File: src/rtl/quad_step_decoder.sv
// Quadrature front end: per-channel synchroniser, run-length glitch filter and
// Gray-code step decoder producing registered inc/dec/err pulses.
module quad_step_decoder #(
  parameter int unsigned SYNC_STAGES = 2,
  parameter int unsigned FILT_LEN    = 4
) (
  input  logic clk,
  input  logic rst_n,
  input  logic a_in,
  input  logic b_in,
  output logic inc,
  output logic dec,
  output logic err
);

  localparam int unsigned FCW = $clog2(FILT_LEN + 1);
  localparam int unsigned ICW = $clog2(SYNC_STAGES + 1);

  typedef enum logic {ST_INIT, ST_RUN} state_t;

  state_t                 state_q, state_d;
  logic [ICW-1:0]         init_cnt_q, init_cnt_d;
  logic [SYNC_STAGES-1:0] a_sync_q, b_sync_q;
  logic                   a_s, b_s;
  logic                   a_f_q, a_f_d, b_f_q, b_f_d;
  logic [FCW-1:0]         a_fc_q, a_fc_d, b_fc_q, b_fc_d;
  logic [1:0]             prev_q, prev_d;
  logic [1:0]             cur, step;
  logic                   inc_q, inc_d, dec_q, dec_d, err_q, err_d;

  // Gray code to linear position: 00->0, 01->1, 11->2, 10->3.
  function automatic logic [1:0] gray_pos(input logic [1:0] g);
    return {g[1], g[1] ^ g[0]};
  endfunction

  assign a_s  = a_sync_q[SYNC_STAGES-1];
  assign b_s  = b_sync_q[SYNC_STAGES-1];
  assign cur  = {a_f_q, b_f_q};
  assign step = gray_pos(cur) - gray_pos(prev_q);

  always_comb begin
    state_d    = state_q;
    init_cnt_d = init_cnt_q;
    a_f_d      = a_f_q;
    b_f_d      = b_f_q;
    a_fc_d     = a_fc_q;
    b_fc_d     = b_fc_q;
    prev_d     = prev_q;
    inc_d      = 1'b0;
    dec_d      = 1'b0;
    err_d      = 1'b0;
    unique case (state_q)
      ST_INIT: begin
        // One extra cycle beyond the chain depth so the adopted level is the
        // real pin level rather than the cleared synchroniser contents.
        if (init_cnt_q == ICW'(SYNC_STAGES)) begin
          state_d = ST_RUN;
          a_f_d   = a_s;
          b_f_d   = b_s;
          prev_d  = {a_s, b_s};
          a_fc_d  = '0;
          b_fc_d  = '0;
        end else begin
          init_cnt_d = init_cnt_q + ICW'(1);
        end
      end
      ST_RUN: begin
        if (a_s == a_f_q) begin
          a_fc_d = '0;
        end else if (a_fc_q == FCW'(FILT_LEN - 1)) begin
          a_f_d  = a_s;
          a_fc_d = '0;
        end else begin
          a_fc_d = a_fc_q + FCW'(1);
        end

        if (b_s == b_f_q) begin
          b_fc_d = '0;
        end else if (b_fc_q == FCW'(FILT_LEN - 1)) begin
          b_f_d  = b_s;
          b_fc_d = '0;
        end else begin
          b_fc_d = b_fc_q + FCW'(1);
        end

        prev_d = cur;
        inc_d  = (step == 2'd1);
        dec_d  = (step == 2'd3);
        err_d  = (step == 2'd2);
      end
      default: state_d = ST_INIT;
    endcase
  end

  always_ff @(posedge clk) begin
    if (!rst_n) begin
      state_q    <= ST_INIT;
      init_cnt_q <= '0;
      a_sync_q   <= '0;
      b_sync_q   <= '0;
      a_f_q      <= 1'b0;
      b_f_q      <= 1'b0;
      a_fc_q     <= '0;
      b_fc_q     <= '0;
      prev_q     <= '0;
      inc_q      <= 1'b0;
      dec_q      <= 1'b0;
      err_q      <= 1'b0;
    end else begin
      state_q    <= state_d;
      init_cnt_q <= init_cnt_d;
      a_sync_q   <= {a_sync_q[SYNC_STAGES-2:0], a_in};
      b_sync_q   <= {b_sync_q[SYNC_STAGES-2:0], b_in};
      a_f_q      <= a_f_d;
      b_f_q      <= b_f_d;
      a_fc_q     <= a_fc_d;
      b_fc_q     <= b_fc_d;
      prev_q     <= prev_d;
      inc_q      <= inc_d;
      dec_q      <= dec_d;
      err_q      <= err_d;
    end
  end

  assign inc = inc_q;
  assign dec = dec_q;
  assign err = err_q;

endmodule

File: config.mk
export PLATFORM = sky130hd
export DESIGN_NAME = quad_step_decoder
export DESIGN_NICKNAME = d
export VERILOG_FILES = /design/src/rtl/quad_step_decoder.sv
export SDC_FILE = /design/constraint.sdc
export NUM_CORES = 1
export LEC_CHECK = 0
export ABC_AREA = 1
export CELL_PAD_IN_SITES_DETAIL_PLACEMENT = 0
export CELL_PAD_IN_SITES_GLOBAL_PLACEMENT = 1
export CORE_MARGIN = 2
export CORE_UTILIZATION = 40
export CTS_CLUSTER_SIZE = 25
export DETAILED_ROUTE_END_ITERATION = 12
export PLACE_DENSITY_LB_ADDON = 0.15
export SLEW_MARGIN = 20
export SYNTH_ARGS = -nofsm -noshare
export SYNTH_HDL_FRONTEND = slang
export SYNTH_SLANG_ARGS = --single-unit
File: constraint.sdc
create_clock -name clk -period 1.33 [get_ports clk]
set_input_delay 0.266 -clock clk [delete_from_list [all_inputs] [get_ports clk]]
set_output_delay 0.266 -clock clk [all_outputs]
set_load 0.005 [all_outputs]
; ---- Word-level counts from Yosys, hierarchy flattened
; Index checks and enable logic that the tools add are counted.
[word_totals]
output_inout_bits = 3
register_bits = 20
input_bits = 4
wordCells = 56
[classes]
add_sub_neg = 4
n_bitwise = 4
mux = 19
reduce_logical = 4
eq_ne = 13
[ops]
columns = operator, count
row1 = $mux 3, 5
row2 = $pmux 3 s2, 2
row3 = $mux 1, 8
row4 = $add 3x1->3 const B, 2
row5 = $eq 2x2->1 const B, 3
row6 = $eq 3x2->1 const B, 2
row7 = $ne 2x2->1 const B, 3
row8 = $reduce_and 3->1, 2
row9 = $ne 2x1->1 const B, 2
row10 = $pmux 1 s2, 2
row11 = $pmux 2 s2, 1
row12 = $reduce_and 2->1, 2
row13 = $add 2x1->2 const B, 1
row14 = $eq 1x1->1, 2
row15 = $eq 2x1->1 const B, 1
row16 = $mux 2, 1
row17 = $not 1->1, 2
row18 = $sub 2x2->2, 1
row19 = $xor 1x1->1, 2

; ---- Logic depth before layout (Yosys ltp)
[logic_depth]
depth_word = 4
depth_mapped = 8
depth_no_buf = 8

; ---- Worst setup path before layout
; No wires, ideal clock.
[synth_path]
path_type = register to register
from = register a_f_q
to = register dec_q, in the netlist dec
synth_period_minus_slack_ns = 1.169
path_slack_ns = 0.161
arrival_ns = 1.105
path_buffers = 1
setup_time_ns = 0.064
required_time_ns = 1.266
stages_incl_launch_ff = 6
path_cell_list = dfxtp_1 clkbuf_2 xnor2_1 ha_1 nand3b_1 nor2_1
[synth_via]
elab_chain_len = 3
[synth_lines]
columns = item, line
row1 = from (decl), 25  ; logic a_f_q, a_f_d, b_f_q, b_f_d;
row2 = from (signal assigned), 101  ; a_f_q <= 1'b0;
row3 = from (signal assigned), 114  ; a_f_q <= a_f_d;
row4 = $xor 1x1->1, 33  ; return {g[1], g[1] ^ g[0]};
row5 = $sub 2x2->2 *, 39  ; assign step = gray_pos(cur) - gray_pos(prev_q);
row6 = $eq 2x2->1 *, 88  ; dec_d = (step == 2'd3);
row7 = to (signal assigned), 107  ; dec_q <= 1'b0;
row8 = to (signal assigned), 120  ; dec_q <= dec_d;
row9 = to (decl), 29  ; logic inc_q, inc_d, dec_q, dec_d, err_q, err_d;
; Every way passes the cells marked *; elsewhere a longest branch is shown, timed or not.
; A chain may end at the register's enable or synchronous reset.

; ---- Worst setup path after layout
[layout_path]
from = register init_cnt_q[0]
to = register b_f_q
[layout_via]
elab_chain_len = 3
[layout_lines]
columns = item, line
row1 = from (decl), 22  ; logic [ICW-1:0] init_cnt_q, init_cnt_d;
row2 = from (signal assigned), 111  ; init_cnt_q <= init_cnt_d;
row3 = $eq 2x2->1, 56  ; if (init_cnt_q == ICW'(SYNC_STAGES)) begin
row4 = $ne 2x2->1 (no source line), n/a
row5 = $reduce_and 3->1 (no source line), n/a
row6 = to (signal assigned), 102  ; b_f_q <= 1'b0;
row7 = to (signal assigned), 115  ; b_f_q <= b_f_d;
row8 = to (decl), 25
; Every way passes these cells.

==> flow_metrics.env <==
export IMPL_drv_slew=0
export IMPL_htreeDepth=1
export IMPL_timing_critical_path_to_type="register"
export IMPL_grt_pass1_wl_um=2570
export IMPL_hold_path_class="register to register"
export IMPL_die_area_um2=2670
export IMPL_clockBufferDepth=2
export IMPL_fin_setup_tns_ns=0
export IMPL_regToRegSetupSlack_ns=0.13
export IMPL_area_sequential_um2=400
export IMPL_yosysUniqueCellTypes=21
export IMPL_port_buffers=6
export IMPL_num_io_pins=7
export IMPL_placementRows=17
export IMPL_syn_to_final_growth_pct=18.8
export IMPL_finish_utilization_pct=49.3
export IMPL_final_setup_viol_count=0
export IMPL_tightest_slew_ns=0.192
export IMPL_timing_final_hold_violations=0
export IMPL_rsz0062_at_grt="false"
export IMPL_syn_mean_instance_area_um2=7.64
export IMPL_numCtsBuffers=3
export IMPL_slew_headroom_pct=87.2
export IMPL_fmax_mhz=836
export IMPL_yosysSeqAreaShare_pct=44.0
export IMPL_cts_tree="built"
export IMPL_cts_hold_buffers=0
export IMPL_cp_startpoint="init_cnt_q[0]"
export IMPL_die_h_um=51.7
export IMPL_routabilityCongestion=0.764
export IMPL_yosys_top_cells_area="dfxtp_1 44%, nand2_1 13%, inv_1 7.4%"
export IMPL_fin_worst_skew_ns=0.00772
export IMPL_vias=709
export IMPL_final_antenna_net_count=0
export IMPL_cts_root_buf="clkbuf_4"
export IMPL_r2r_cells=8
export IMPL_via_per_inst=4.46
export IMPL_cp_max_fo=5
export IMPL_yosys_warnings=0
export IMPL_diodes=0
export IMPL_drive_above_1_share_pct=12.2
export IMPL_die_w_um=51.7
export IMPL_power_density_nw_per_um2=1730
export IMPL_layout_common_cells="31 x nand2_1, 20 x dfxtp_1, 18 x inv_1"
export IMPL_hpwlAfterDp_um=1130
export IMPL_grt_max_degree=18
export IMPL_cp_start_kind="register"
export IMPL_final_common_cell="nand2_1"
export IMPL_ir_drop_uv=1030
export IMPL_antenna_found_initial=0
export IMPL_synth_seq_cells=20
export IMPL_grt_total_usage_pct=13.2
export IMPL_setup_ws_ns=0.134
export IMPL_clkTransAtPathRegs_ns=0.11
export IMPL_synth_top_cell_area_share_pct=44.0
export IMPL_synth_area_um2=910
export IMPL_clk_latency_ns=0.30
export IMPL_worstPathRequired_ns=1.53
export IMPL_hold_worst_slack_ns=0.423
export IMPL_syn_nets=127
export IMPL_design_area_um2=1080
export IMPL_cp_arrival_ns=1.40
export IMPL_layout_nets=140
export IMPL_outcome="complete, no violations"
export IMPL_post_drt_wl_per_cell_um=9.25
export IMPL_worstSetupEndpoint="b_f_q"
export IMPL_core_area_um2=2190
export IMPL_critPathKind="register to register"
export IMPL_drc=0
export IMPL_drt_iter0_drc=12
export IMPL_r2r_end="b_f_q"
export IMPL_grt_overflow=0
export IMPL_grt_pass1_vias=646
export IMPL_place_ws_ns=0.108
export IMPL_post_dp_cell_area_um2=1030
export IMPL_multi_input_area_um2=400
export IMPL_fillers=225
export IMPL_rr_startpoint="init_cnt_q[0]"
export IMPL_synth_top_cell_by_area="dfxtp_1"
export IMPL_cap_violations=0
export IMPL_power_leakage_nw=0.507
export IMPL_syn_inst=119
export IMPL_min_period_ns=1.20
export IMPL_start_util_pct=41.5
export IMPL_routed_wl_um=1470
export IMPL_cts_num_sinks=20
export IMPL_fin_crit_sh_pct=89.9
export IMPL_dr_pass1_iters=3
metrics by stage:
| stage | power, mW | std cells |
|---|---|---|
| after global placement | 1.39 | 155 |
| after floorplan | 1.24 | 119 |
| after detailed placement | 1.40 | 155 |
| after global routing | 2.02 | 159 |
| final | 1.87 | 159 |
| after CTS | 1.89 | 159 |
worst min path at each step:
| stage | from | end | slack [ns] | cells past startpoint |
|---|---|---|---|---|
| floorplan | a_in | a_sync_q[0] | 0.36 | 2 |
| global placement | a_sync_q[0] | a_sync_q[1] | 0.40 | 2 |
| detailed placement | a_sync_q[0] | a_sync_q[1] | 0.40 | 2 |
| CTS | a_sync_q[0] | a_sync_q[1] | 0.43 | 2 |
| global route | b_sync_q[0] | b_sync_q[1] | 0.45 | 2 |
| finish | a_sync_q[0] | a_sync_q[1] | 0.42 | 2 |
what timing repair did:
action                     CTS  global route
setup endpoints to repair    3             1
setup buffers                0             0
resized for setup            3             1
routing by layer:
| layer | wire (µm) | track usage (%) | part of all wire (%) | up-vias |
|---|---|---|---|---|
| li1 | - | - | - | 395 |
| met3 | 65 | 6.03 | 4.4 | 2 |
| met4 | 9 | 3.95 | 0.61 | 0 |
| met1 | 704 | 15.0 | 48 | 302 |
| met2 | 690 | 22.0 | 47 | 10 |
| met5 | 0 | 0 | 0 | - |
synthesized netlist by cell type:
| cell type | instances |
|---|---|
| nand3b_1 | 1 |
| nor2_1 | 8 |
| nand3_1 | 7 |
| a21oi_1 | 10 |
| nand3_2 | 1 |
| clkbuf_2 | 2 |
| o21ai_0 | 3 |
| dfxtp_1 | 20 |
| buf_4 | 1 |
| inv_2 | 1 |
| ha_1 | 4 |
| nand2_1 | 31 |
| o211ai_1 | 2 |
| xnor2_2 | 1 |
| nand4_1 | 1 |
| buf_6 | 2 |
| inv_1 | 18 |
| o21ai_1 | 1 |
| xor2_1 | 2 |
| xnor2_1 | 2 |
| nor2_2 | 1 |
report_power, final:
group / internal [mW] / switching (mW)
registers: 0.680 / 0.0541
logic: 0.293 / 0.347
clock network: 0.305 / 0.186
total: 1.28 / 0.587
state kept, by name (all words and copies together) (netlist names):
register and flops:
dec 1, inc 1, err 1, prev_q 2, b_fc_q 3, b_sync_q 2, a_sync_q 2, a_f_q 1
b_f_q 1, init_cnt_q 2, state_q 1, a_fc_q 3
critical path: stages (launching register included):
cell	delay (ns)
dfxtp_1	0.31
inv_1	0.08
ha_2	0.20
nor2_2	0.04
buf_4	0.15
nor2_1	0.13
nand3_1	0.08
nand2_1	0.06
nor2_1	0.03
logic make-up (layout without fill, tap and decap cells):
kind of cell	Yosys count	after routing	share of synthesized area, %
flip-flops	20	20	44.0
AO/OA/AOI/OAI	16	16	9.35
XOR/XNOR	5	5	5.64
adder cells (fa/ha/maj)	4	4	5.50
AND/OR/NAND/NOR	50	50	23.2
buffers and inverters	24	36	12.2
cell type report:
class / count / area share (%)
Clock inverter: 1 / 2.78
Tap cell: 28 / 3.24
Multi-Input combinational cell: 75 / 37.0
Sequential cell: 20 / 37.0
Clock buffer: 3 / 2.08
Inverter: 19 / 6.60
Timing Repair Buffer: 13 / 11.2
Note: power is estimated with default switching activity, not from simulation.
